===== src/rtl/hazard_ctrl.sv =====
// hazard_ctrl: pipeline hazard and stall controller for the 5-stage MIPS core.
// Drives hold (enable-gated keep) and clear (bubble insert) controls for the
// IF/ID, ID/EX, EX/MEM and MEM/WB registers plus the PC hold.  It resolves
// data-memory wait states, multi-cycle mul/div occupancy of EX, taken-branch
// flushes and load-use hazards, in that priority order.
//
// Optional feature macro: HAZARD_PERF_CNT_EN
//   defined   -> adds the 32-bit saturating stall_cycles output, counting
//                every cycle with hold_pc=1 outside reset.
//   undefined -> port and counter are absent; all other behaviour identical.
//
// MD_STALL (1..15) is the number of stall cycles a mul/div costs.
module hazard_ctrl #(
  parameter int unsigned MD_STALL = 3
) (
  input  logic        clk,
  input  logic        reset,
  input  logic [4:0]  id_rs,
  input  logic [4:0]  id_rt,
  input  logic        id_use_rt,
  input  logic        ex_memread,
  input  logic [4:0]  ex_rd,
  input  logic        ex_branch_taken,
  input  logic        ex_md_start,
  input  logic        mem_wait,
  output logic        hold_pc,
  output logic        hold_ifid,
  output logic        hold_idex,
  output logic        hold_exmem,
  output logic        clr_ifid,
  output logic        clr_idex,
  output logic        clr_exmem,
  output logic        clr_memwb
`ifdef HAZARD_PERF_CNT_EN
  ,
  output logic [31:0] stall_cycles
`endif
);

  // The first stall cycle is spent in RUN, so MD_BUSY covers MD_STALL-1
  // cycles: the counter is loaded with MD_STALL-2 and exits when it hits 0.
  localparam int          CNT_INIT_I = (MD_STALL >= 2) ? (int'(MD_STALL) - 2) : 0;
  localparam logic [3:0]  CNT_INIT   = CNT_INIT_I[3:0];
  localparam logic        MD_SINGLE  = (MD_STALL == 1);

  typedef enum logic {
    RUN     = 1'b0,
    MD_BUSY = 1'b1
  } state_t;

  state_t      state_q, state_d;
  logic [3:0]  cnt_q, cnt_d;
  logic        md_done_q, md_done_d;

  logic        md_trigger;
  logic        md_stall;
  logic        load_use;
  logic        rs_match;
  logic        rt_match;

  // Hazard detection terms.
  always_comb begin
    md_trigger = (state_q == RUN) && ex_md_start && !md_done_q;
    md_stall   = md_trigger || (state_q == MD_BUSY);
    rs_match   = (ex_rd == id_rs);
    rt_match   = id_use_rt && (ex_rd == id_rt);
    load_use   = ex_memread && (ex_rd != 5'd0) && (rs_match || rt_match);
  end

  // Prioritised pipeline control; never holds and clears the same register.
  always_comb begin
    hold_pc    = 1'b0;
    hold_ifid  = 1'b0;
    hold_idex  = 1'b0;
    hold_exmem = 1'b0;
    clr_ifid   = 1'b0;
    clr_idex   = 1'b0;
    clr_exmem  = 1'b0;
    clr_memwb  = 1'b0;
    if (reset) begin
      clr_ifid  = 1'b1;
      clr_idex  = 1'b1;
      clr_exmem = 1'b1;
      clr_memwb = 1'b1;
    end else if (mem_wait) begin
      // Freeze everything upstream of MEM/WB; the stalled MEM stage must not
      // retire, so WB receives a bubble.
      hold_pc    = 1'b1;
      hold_ifid  = 1'b1;
      hold_idex  = 1'b1;
      hold_exmem = 1'b1;
      clr_memwb  = 1'b1;
    end else if (md_stall) begin
      // mul/div keeps EX busy: freeze the front end, bubble into MEM.
      hold_pc   = 1'b1;
      hold_ifid = 1'b1;
      hold_idex = 1'b1;
      clr_exmem = 1'b1;
    end else if (ex_branch_taken) begin
      // Squash the two wrong-path instructions in IF and ID.
      clr_ifid = 1'b1;
      clr_idex = 1'b1;
    end else if (load_use) begin
      // Keep the consumer in ID one cycle, bubble into EX.
      hold_pc   = 1'b1;
      hold_ifid = 1'b1;
      clr_idex  = 1'b1;
    end
  end

  // Next-state logic for the mul/div occupancy tracker; frozen on mem_wait.
  always_comb begin
    state_d   = state_q;
    cnt_d     = cnt_q;
    md_done_d = md_done_q;
    if (!mem_wait) begin
      // md_done only lives for one non-wait cycle, long enough to stop the
      // departing mul/div from retriggering while ex_md_start is still high.
      md_done_d = 1'b0;
      case (state_q)
        RUN: begin
          if (md_trigger) begin
            if (MD_SINGLE) begin
              md_done_d = 1'b1;
            end else begin
              state_d = MD_BUSY;
              cnt_d   = CNT_INIT;
            end
          end
        end
        MD_BUSY: begin
          if (cnt_q == 4'd0) begin
            state_d   = RUN;
            md_done_d = 1'b1;
          end else begin
            cnt_d = cnt_q - 4'd1;
          end
        end
        default: begin
          state_d = RUN;
          cnt_d   = 4'd0;
        end
      endcase
    end
  end

  // State registers with synchronous reset; reset abandons any mul/div stall.
  always_ff @(posedge clk) begin
    if (reset) begin
      state_q   <= RUN;
      cnt_q     <= 4'd0;
      md_done_q <= 1'b0;
    end else begin
      state_q   <= state_d;
      cnt_q     <= cnt_d;
      md_done_q <= md_done_d;
    end
  end

`ifdef HAZARD_PERF_CNT_EN
  logic [31:0] stall_cycles_q, stall_cycles_d;

  // Saturating count of cycles in which the PC is held.
  always_comb begin
    stall_cycles_d = stall_cycles_q;
    if (hold_pc && (stall_cycles_q != 32'hFFFF_FFFF)) begin
      stall_cycles_d = stall_cycles_q + 32'd1;
    end
  end

  // Stall counter register, cleared by reset.
  always_ff @(posedge clk) begin
    if (reset) begin
      stall_cycles_q <= 32'd0;
    end else begin
      stall_cycles_q <= stall_cycles_d;
    end
  end

  assign stall_cycles = stall_cycles_q;
`endif

endmodule


===== config.mk =====
export PLATFORM = sky130hd
export DESIGN_NAME = hazard_ctrl
export DESIGN_NICKNAME = d
export VERILOG_FILES = /design/src/rtl/hazard_ctrl.sv
export SDC_FILE = /design/constraint.sdc
export NUM_CORES = 1
export LEC_CHECK = 0
export CAP_MARGIN = 20
export CORE_MARGIN = 2
export CORE_UTILIZATION = 38
export CTS_BUF_LIST = sky130_fd_sc_hd__clkbuf_8
export CTS_CLUSTER_SIZE = 10
export DETAILED_ROUTE_END_ITERATION = 7
export PLACE_DENSITY = 0.84
export SETUP_SLACK_MARGIN = 0.02
export SLEW_MARGIN = 15
export SYNTH_ARGS = -nofsm -noshare
export SYNTH_HDL_FRONTEND = slang
export SYNTH_SLANG_ARGS = --single-unit

===== constraint.sdc =====
create_clock -name clk -period 1.9 [get_ports clk]
set_input_delay 0.285 -clock clk [delete_from_list [all_inputs] [get_ports clk]]
set_output_delay 0.285 -clock clk [all_outputs]
set_load 0.01 [all_outputs]

# Word level (Yosys, flattened, before mapping)
# Cells that the tools add are included.
# word_totals
reg_bits,6
input_bits,22
output_inout_bits,8
wordCells,50
# classes
add_sub_neg,1
n_eq_ne,4
mux,29
bitwise,2
reduce_logical,11
# ops
operator,count
$mux W1,25
$eq A5 B5 Y1,2
$mux W4,2
$pmux W4 S2,1
$logic_and A1 B1 Y1,5
$reduce_bool A5 Y1,1
$logic_not A4 Y1,1
$ne A2 B2 Y1 const B,2
$sub A4 B1 Y4 const B,1
$reduce_and A3 Y1,1
$logic_or A1 B1 Y1,2
$not A1 Y1,2
$pmux W1 S2,1
$logic_not A1 Y1,1

# Logic depth before layout (Yosys ltp)
# Gate-level depths: netlist of the first run.
# logic_depth
ltp_word,9
ltp_mapped,6
depth_no_buf,6

# Worst setup path before layout of the first run
# No wires, ideal clock.
# synth_path
path_kind,input-to-output
start,input port ex_rd[3]
end,output port hold_pc
arrival_ns,1.641
required_time_ns,1.615
path_slack_ns,-0.026
path_stages,5
n_path_buf,1
path_cell_list,xor2_1 nor4_1 a32oi_1 o41ai_1 buf_4
# synth_between
elab_chain_len,9
word_cells_on_any_way,12
cone_classes,eq/ne: 2; mux: 5; reduce/logical: 5
# synth_lines
item,line,source
from (decl),22,"input logic [4:0] ex_rd,"
$eq A5 B5 Y1,66,rt_match = id_use_rt && (ex_rd == id_rt);
$logic_and A1 B1 Y1,66,
$logic_or A1 B1 Y1,67,load_use = ex_memread && (ex_rd != 5'd0) && (rs_match || rt_match);
$logic_and A1 B1 Y1 (*),67,
$mux W1 (*) (5 in series),n/a,
to (decl),26,"output logic hold_pc,"
# Mark *: on every way between the ends. The rest lies on a longest branch, timed or not.

# Worst setup path after layout of the first run
# layout_path
start,input port ex_rd[3]
end,output port hold_ifid
# layout_between
elab_chain_len,9
word_cells_on_any_way,12
cone_classes,eq/ne: 2; mux: 5; reduce/logical: 5
# layout_lines
item,line,source
$eq A5 B5 Y1,66,
$logic_and A1 B1 Y1,66,
$logic_or A1 B1 Y1,67,
$logic_and A1 B1 Y1 (*),67,
$mux W1 (*),103,end else if (load_use) begin
$mux W1 (*),99,end else if (ex_branch_taken) begin
$mux W1 (*),93,end else if (md_stall) begin
$mux W1 (*),85,end else if (mem_wait) begin
$mux W1 (*),80,if (reset) begin
to (decl),27,"output logic hold_ifid,"
# Marks and branches as above.

==> results.json, run 1 <==
{
  "status": "complete, no violations",
  "antenna_found_initial": 0,
  "cts_max_level": 1,
  "p_leak_nw": 0.482,
  "cts_tree": "done",
  "setup-tns-final_ns": 0,
  "avgSynthCellArea_um2": 7.72,
  "final_layout_size_suffix_gt1_share_pct": 33.3,
  "ys_seq_area_share_pct": 23.9,
  "die_h_um": 40.3,
  "grt_pass1_vias": 537,
  "worstPathMaxFanout": 2,
  "final_common_cell": "buf_4",
  "initial_utilization_pct": 39.5,
  "hold_depth": 2,
  "dieArea_um2": 1630,
  "grt_overflow": 0,
  "fin_cells": 123,
  "die_w_um": 40.3,
  "final_cell_mix": "buf_4 (11), xor2_1 (9), dlygate4sd2_1 (7)",
  "maxCapViolations": 0,
  "routedWlPerCell_um": 14.1,
  "clock_sinks": 6,
  "grt_max_degree": 11,
  "arrival_ns": 1.59,
  "cp.required_ns": 1.62,
  "dp.cells": 120,
  "grt.total_usage_pct": 21.8,
  "synth_area_leader_cell": "dfxtp_1",
  "drt_first_pass_iters": 4,
  "drc": 0,
  "setup_viol": 0,
  "hold_path_class": "flip-flop to flip-flop",
  "max_freq_ghz": 0.534,
  "cts_buffer_depth": 2,
  "power.density_nw_per_um2": 522,
  "ant_nets": 0,
  "diodes": 0,
  "fin_area_um2": 970,
  "nets": 133,
  "ff2ff_path_depth": 6,
  "post-route-min-period_ns": 1.87,
  "ir_worst_vdd_v": 0.000394,
  "cts_made_buffers": 3,
  "finalHoldViolCount": 0,
  "placed_area_um2": 908,
  "place.gp.congestion": 0.711,
  "dpl.hpwl_mm": 1.28,
  "io_pins": 30,
  "fin_worst_skew_ns": 0.000730,
  "io_buffers": 29,
  "pre_cts_slack_ns": -0.748,
  "setup_ws_ns": 0.0267,
  "synth_top_area_share_pct": 23.9,
  "cp-end-kind": "primary output",
  "period_share_pct": 98.6,
  "drtIter0Drc": 3,
  "synth_area_um2": 502,
  "vias": 615,
  "worst_setup_path_start_kind": "input pin",
  "rows": 13,
  "vias_per_cell": 5.00,
  "worstSkewPairLatency_ns": 0.22,
  "clk_pin_slew_worst_paths_ns": 0.03,
  "postCtsHoldBufs": 0,
  "clockRootBuffer": "clkbuf_8",
  "worstMarginPinSlew_ns": 0.323,
  "synth_seq_cells": 6,
  "grt_pass1_wl_mm": 2.26,
  "finalMaxSlewViolations": 0,
  "wirelength_mm": 1.74,
  "syn2layout_area_growth_pct": 93.3,
  "core-area_um2": 1270,
  "worstSetupPathType": "input pin to primary output",
  "finalPower_mw": 0.506,
  "synth_cell_type_count": 29,
  "relSlewSlack_pct": 78.4,
  "yosys-top-cells-area": "dfxtp_1 (24%), xor2_1 (16%), inv_1 (4.5%), nor2_1 (4.5%), mux2i_1 (4.0%)",
  "rsz0062_at_grt": "yes",
  "yosys_warnings": 0,
  "syn_nets": 88,
  "syn_inst": 65
}
-- power breakdown --
part	total, mW	internal (mW)	switching [mW]
Combinational	0.179	0.0986	0.0801
Clock	0.189	0.136	0.0527
Sequential	0.139	0.133	0.00582
Total	0.506	0.367	0.139
-- worst paths after layout --
check / from / endpoint / slack, ns
min: cnt_q[2]$_SDFFE_PP0P_ / cnt_q[2]$_SDFFE_PP0P_ / 0.49
min reg2reg: cnt_q[2]$_SDFFE_PP0P_ / cnt_q[2]$_SDFFE_PP0P_ / 0.49
max: ex_rd[3] / hold_ifid / 0.03
max reg2reg: cnt_q[0]$_SDFFE_PP0P_ / cnt_q[3]$_SDFFE_PP0P_ / 0.24
-- critical path, stage by stage --
cell     delay [ns]
buf_6          0.10
xor2_1         0.18
nor4_2         0.34
a32oi_2        0.18
o41ai_2        0.32
buf_2          0.19
-- cell type report --
cell class | instances | area [um^2]
inverters | 6 | 22.5
repair buffers | 43 | 373
well taps | 15 | 18.8
multi-input cells | 50 | 394
fillers | 88 | 299
clock buffers | 3 | 41.3
flip-flops and latches | 6 | 120
-- routing by layer --
metal  vias to the layer above  GRT usage [%]  wire (um)  part of all wire (%)
met5                         -              0          0                     0
met4                         0           12.5         23                   1.3
met3                         3           9.44        235                    14
met2                        29           37.7        846                    49
met1                       267           21.3        634                    36
li1                        316              -          -                     -
-- synth_stat cells --
master	count
a211oi_2	1
a21o_1	1
a21oi_1	2
a31oi_1	2
a32oi_1	1
and4bb_1	1
buf_4	1
clkbuf_1	2
dfxtp_1	6
ha_1	1
inv_1	6
mux2i_1	2
nand2_1	4
nand2b_1	1
nand3_1	1
nor2_1	6
nor2b_1	3
nor3_1	2
nor4_1	1
o21a_1	1
o21ai_0	3
o31ai_1	2
o41ai_1	1
or2_2	1
or3_1	1
or4_1	1
or4b_1	1
xnor2_1	1
xor2_1	9
-- logic make-up after synthesis --
logic type,count (synthesis),share of synthesized area (%)
and+or+nand+nor,23,25.2
AOI/OAI and AO/OA,14,19.5
adders and majority gates,1,2.49
DFF,6,23.9
muxes,2,3.99
buffers and inverters,9,7.48
xor gates and xnor gates,10,17.5
-- metrics by stage --
stage / util [%] / hold WS (ns)
floorplan: - / 0.462
global placement: 71.6 / 0.474
detailed placement: 71.6 / 0.496
CTS: 74.4 / 0.503
global route: 76.4 / 0.536
finish: 76.4 / 0.494
-- what timing repair did --
item                                    CTS  global route
setup buffers                             0             0
endpoints found under the setup margin    8             5
pin swaps                                10            10
resized for setup                        46            18
-- registers in the layout, indices dropped and copies added, names as in the netlist --
register and flops:
md_done_q 1, cnt_q 4, state_q 1
Note: power is estimated with default switching activity, not from simulation.
==> run 2: changes to the inputs <==
--- a/config.mk
+++ b/config.mk
@@ -6,11 +6,11 @@
 export NUM_CORES = 1
 export LEC_CHECK = 0
 export CAP_MARGIN = 20
-export CORE_MARGIN = 2
-export CORE_UTILIZATION = 38
+export CORE_AREA = 2 2 39 41
 export CTS_BUF_LIST = sky130_fd_sc_hd__clkbuf_8
 export CTS_CLUSTER_SIZE = 10
 export DETAILED_ROUTE_END_ITERATION = 7
+export DIE_AREA = 0 0 41 43
 export PLACE_DENSITY = 0.84
 export SETUP_SLACK_MARGIN = 0.02
 export SLEW_MARGIN = 15
==> constraint.sdc (replaced) <==
create_clock -name clk -period 2.2 [get_ports clk]
set_input_delay 0.33 -clock clk [delete_from_list [all_inputs] [get_ports clk]]
set_output_delay 0.33 -clock clk [all_outputs]
set_load 0.01 [all_outputs]
==> run 2 against run 1 <==
Effect of this change:
- setup slack better by 0.047 ns
- clock power is 13% lower
- worst hold slack worse by 0.0071 ns
- utilization is 10 points lower
- register-to-register slack better by 0.33 ns
- count of clock-buffer cells in the layout stayed put
- sequential power is 13% lower
- non-clock buffer count is 6 lower
- die area is 8.4% higher
- sequential share of layout area is 0.69 points higher
- first-iteration DRC count grew to 3.0 times the previous value
- largest cell class unchanged
- largest power group unchanged
==> results.json, run 2 (synthesis results as in run 1) <==
{
  "route.layer.met1.wl_um": 547,
  "power.internal_mw": 0.312,
  "switching_share_pct": 27.2,
  "die_w_um": 41,
  "vias_per_cell": 5.15,
  "ir_worst_vdd_v": 0.000425,
  "max_freq_ghz": 0.470,
  "clock_sinks": 6,
  "clockRootBuffer": "clkbuf_8",
  "worstMarginPinSlew_ns": 0.334,
  "cts_max_level": 1,
  "initial_utilization_pct": 36.3,
  "top_register": "cnt_q",
  "p_leak_nw": 0.424,
  "hold_depth": 2,
  "finalPower_mw": 0.429,
  "diodes": 0,
  "io_buffers": 29,
  "relSlewSlack_pct": 77.5,
  "multiInputGateArea_um2": 390,
  "io_pins": 30,
  "clkPwrFrac_pct": 38.3,
  "p_comb_share_pct": 33.5,
  "fin_worst_skew_ns": 0.00454,
  "grt.total_usage_pct": 16.9,
  "final_common_cell": "clkdlybuf4s50_1",
  "top_regs": "cnt_q x4, md_done_q x1, state_q x1",
  "seqPwrFrac_pct": 28.2,
  "postCtsHoldBufs": 0,
  "grt_pass1_vias": 554,
  "finalHoldViolCount": 0,
  "crit_top_cell": "clkdlybuf4s50_1",
  "largest_reg_flops": 4,
  "wl_met2_um": 727,
  "worstSetupPathType": "input pin to primary output",
  "period_share_pct": 96.6,
  "worstPathMaxFanout": 2,
  "clk_pin_slew_worst_paths_ns": 0.04,
  "pre_cts_slack_ns": -0.662,
  "dieArea_um2": 1760,
  "power_switching_mw": 0.117,
  "cts_tree": "done",
  "routedWlPerCell_um": 13.0,
  "grt_pass1_wl_mm": 2.02,
  "cp-end-kind": "primary output",
  "critPathMaxStageDelay_ns": 0.47,
  "antenna_found_initial": 0,
  "grt_max_degree": 10,
  "finalMaxSlewViolations": 0,
  "setup_viol": 0,
  "die_h_um": 43,
  "dpl.hpwl_mm": 1.21,
  "cp.depth": 6,
  "maxCapViolations": 0,
  "drc": 0,
  "cts_made_buffers": 3,
  "fin_cells": 118,
  "vias": 608,
  "rsz0062_at_grt": "no",
  "wl_met3_um": 228,
  "rrSetupSlack_ns": 0.57,
  "path_buf_inv": 4,
  "arrival_ns": 1.80,
  "post-route-min-period_ns": 2.13,
  "worstPathCellList": "clkdlybuf4s50_1 > nor2b_1 > o31ai_2 > buf_4 > inv_1 > clkdlybuf4s50_1",
  "top_layer": "met4",
  "syn2layout_area_growth_pct": 83.0,
  "setup-tns-final_ns": 0,
  "grt_overflow": 0,
  "nFillCells": 119,
  "cp.required_ns": 1.87,
  "timing.hold.ws_ns": 0.487,
  "cts_buffer_depth": 2,
  "drt_first_pass_iters": 4,
  "ff2ff_path_depth": 6,
  "rows": 14,
  "critical-path-top-delay-family": "buffers and inverters",
  "status": "complete, no violations",
  "setup_ws_ns": 0.0738,
  "seq_area_um2": 120,
  "drtIter0Drc": 9,
  "ant_nets": 0,
  "worstSkewPairLatency_ns": 0.22,
  "nets": 127,
  "core-area_um2": 1380,
  "hold_path_class": "flip-flop to flip-flop",
  "dp.cells": 114,
  "cpMaxStageDelayCell": "clkdlybuf4s50_1",
  "final_cell_mix": "clkdlybuf4s50_1 (14), xor2_1 (9), buf_4 (8)",
  "place.gp.congestion": 0.691,
  "final_layout_size_suffix_gt1_share_pct": 26.5,
  "worst_setup_path_start_kind": "input pin",
  "wirelength_mm": 1.53,
  "power.density_nw_per_um2": 467
}
==> run 2: through the flow <==
stage	area (um^2)	utilization [%]
floorplan	502	-
global placement	850	61.4
finish	918	66.4
global route	918	66.4
CTS	891	64.4
detailed placement	850	61.4
==> run 2: worst register-to-register path: stages (launching register included) <==
cell	delay, ns
dfxtp_1	0.36
inv_1	0.06
ha_1	0.22
and4bb_1	0.23
nor2_1	0.10
or4b_1	0.43
a31oi_1	0.16
==> run 2: cell type report <==
| cell class | count | area share, % |
|---|---|---|
| clock buffers | 3 | 4.50 |
| well taps | 16 | 2.18 |
| multi-input cells | 50 | 42.5 |
| flip-flops and latches | 6 | 13.1 |
| repair buffers | 37 | 35.3 |
| inverters | 6 | 2.45 |
==> run 2: routing by layer <==
metal / global-route usage [%] / up-vias
met3: 5.76 / 3
met2: 30.9 / 29
met5: 0 / -
li1: - / 300
met1: 14.9 / 276
met4: 8.00 / 0
==> run 2: worst paths after layout <==
path | end | from
hold / removal | cnt_q[2]$_SDFFE_PP0P_ | cnt_q[2]$_SDFFE_PP0P_
setup / recovery | hold_idex | ex_md_start
setup reg to reg | cnt_q[3]$_SDFFE_PP0P_ | cnt_q[0]$_SDFFE_PP0P_
hold reg to reg | cnt_q[2]$_SDFFE_PP0P_ | cnt_q[2]$_SDFFE_PP0P_
==> run 2: repair_timing <==
| action | 4_1_cts | 5_1_grt |
|---|---|---|
| gates resized for setup | 25 | 20 |
| gates cloned | 0 | 0 |
| buffers inserted | 1 | 0 |
| endpoints found under the setup margin | 4 | 4 |
| pin swaps | 4 | 7 |
==> run 2: power groups by stage <==
stage	logic, mW	clock network, mW	registers (mW)
6_report	0.144	0.164	0.121
5_1_grt	0.157	0.176	0.122
4_1_cts	0.139	0.170	0.121
3_5_place_dp	0.142	0	0.122
3_3_place_gp	0.139	0	0.122
2_1_floorplan	0.0609	0	0.120
==> run 3: changes to the inputs <==
--- a/config.mk
+++ b/config.mk
@@ -6,11 +6,10 @@
 export NUM_CORES = 1
 export LEC_CHECK = 0
 export CAP_MARGIN = 20
-export CORE_AREA = 2 2 39 41
-export CTS_BUF_LIST = sky130_fd_sc_hd__clkbuf_8
+export CORE_MARGIN = 2
+export CORE_UTILIZATION = 38
 export CTS_CLUSTER_SIZE = 10
 export DETAILED_ROUTE_END_ITERATION = 7
-export DIE_AREA = 0 0 41 43
 export PLACE_DENSITY = 0.84
 export SETUP_SLACK_MARGIN = 0.02
 export SLEW_MARGIN = 15
==> run 3 against run 2 <==
Effect of this change:
- die area is 7.7% lower
- non-clock buffer count did not move
- sequential cell count stayed put
==> results.json, run 3 (synthesis results as in run 1) <==
{
  "die_w_um": 40.3,
  "final_common_cell": "clkdlybuf4s50_1",
  "grt_max_degree": 9,
  "clock_sinks": 6,
  "rsz0062_at_grt": "yes",
  "clockRootBuffer": "clkbuf_4",
  "worst_setup_path_start_kind": "input pin",
  "vias": 573,
  "clkPwrFrac_pct": 28.2,
  "cts_buffer_depth": 2,
  "cp.required_ns": 1.87,
  "switching_share_pct": 29.6,
  "ant_nets": 0,
  "pre_cts_slack_ns": -0.631,
  "power.internal_mw": 0.255,
  "setup_ws_ns": 0.0473,
  "drt_first_pass_iters": 4,
  "diodes": 0,
  "max_freq_ghz": 0.465,
  "period_share_pct": 97.9,
  "routedWlPerCell_um": 13.5,
  "wirelength_mm": 1.58,
  "worstPathMaxFanout": 3,
  "power.density_nw_per_um2": 412,
  "die_h_um": 40.3,
  "dieArea_um2": 1630,
  "seqPwrFrac_pct": 33.4,
  "cts_tree": "done",
  "core-area_um2": 1270,
  "place.gp.congestion": 0.670,
  "dpl.hpwl_mm": 1.19,
  "nets": 127,
  "final_cell_mix": "clkdlybuf4s50_1 (16), dlygate4sd2_1 (10), xor2_1 (9), buf_4 (8)",
  "power_switching_mw": 0.107,
  "worstMarginPinSlew_ns": 0.315,
  "postCtsHoldBufs": 0,
  "crit_start": "ex_rd[2]",
  "top_regs": "cnt_q x4, md_done_q x1, state_q x1",
  "timing.hold.ws_ns": 0.487,
  "maxCapViolations": 0,
  "finalPower_mw": 0.361,
  "drc": 0,
  "grt.total_usage_pct": 19.2,
  "seq_area_um2": 120,
  "clk_pin_slew_worst_paths_ns": 0.04,
  "vias_per_cell": 4.90,
  "p_comb_share_pct": 38.4,
  "drtIter0Drc": 11,
  "post-route-min-period_ns": 2.15,
  "worstSetupPathType": "input pin to primary output",
  "io_pins": 30,
  "grt_overflow": 0,
  "rows": 13,
  "worstSkewPairLatency_ns": 0.24,
  "ir_worst_vdd_v": 0.000325,
  "multiInputGateArea_um2": 367,
  "status": "complete, no violations",
  "setup_viol": 0,
  "grt_pass1_wl_mm": 2.01,
  "setup-tns-final_ns": 0,
  "finalHoldViolCount": 0,
  "relSlewSlack_pct": 79.0,
  "p_leak_nw": 0.385,
  "initial_utilization_pct": 39.5,
  "grt_pass1_vias": 510,
  "largest_reg_flops": 4,
  "cts_max_level": 1,
  "antenna_found_initial": 0,
  "placed_area_um2": 841,
  "nFillCells": 110,
  "final_layout_size_suffix_gt1_share_pct": 18.6,
  "worstReg2RegStart": "cnt_q[0]$_SDFFE_PP0P_",
  "hold_start": "cnt_q[2]$_SDFFE_PP0P_",
  "arrival_ns": 1.82,
  "fin_area_um2": 877,
  "cp-end-kind": "primary output",
  "hold_path_class": "flip-flop to flip-flop",
  "fin_worst_skew_ns": 0.00391,
  "syn2layout_area_growth_pct": 74.8,
  "top_register": "cnt_q",
  "finalMaxSlewViolations": 0,
  "io_buffers": 29,
  "cts_made_buffers": 3
}
## run 3: final timing paths
check                          end  cells after the start  slack, ns
max                       clr_idex                      6       0.05
min          cnt_q[2]$_SDFFE_PP0P_                      2       0.49
max reg2reg  cnt_q[3]$_SDFFE_PP0P_                      6       0.53
min reg2reg  cnt_q[2]$_SDFFE_PP0P_                      2       0.49
## run 3: power by group through the flow
| stage | clock (mW) | combinational, mW | sequential (mW) |
|---|---|---|---|
| final | 0.102 | 0.139 | 0.121 |
| after global routing | 0.113 | 0.151 | 0.121 |
| after CTS | 0.109 | 0.139 | 0.120 |
| after detailed placement | 0 | 0.140 | 0.122 |
| after global placement | 0 | 0.136 | 0.122 |
| after floorplan | 0 | 0.0609 | 0.120 |
## run 3: metrics by stage
stage	util [%]	std cells
after floorplan	-	65
after global placement	66.3	112
after CTS	69.2	117
final	69.1	117
after detailed placement	66.3	112
after global routing	69.1	117
## run 3: final cells by class
class	count	area share, %
Timing Repair Buffer	37	37.2
Sequential cell	6	13.7
Tap cell	15	2.14
Multi-Input combinational cell	50	41.8
Clock buffer	3	2.57
Inverter	6	2.57
## run 3: metal layers
layer	share of wire (%)	global-route usage [%]	vias up
met5	0	0	-
met4	0	7.50	0
met3	15	8.89	0
met2	48	36.5	28
met1	37	17.0	245
li1	-	-	300
## run 3: timing repair
action                     CTS  global route
buffers inserted             2             0
pin swaps                    6             2
gates cloned                 0             0
setup endpoints to repair    5             3
resized for setup           26             1
## run 3: critical path, stage by stage
cell and delay, ns:
dlygate4sd2_1 0.27, xor2_1 0.18, nor4_2 0.29, a32oi_1 0.18
o31ai_1 0.29, dlygate4sd1_1 0.28
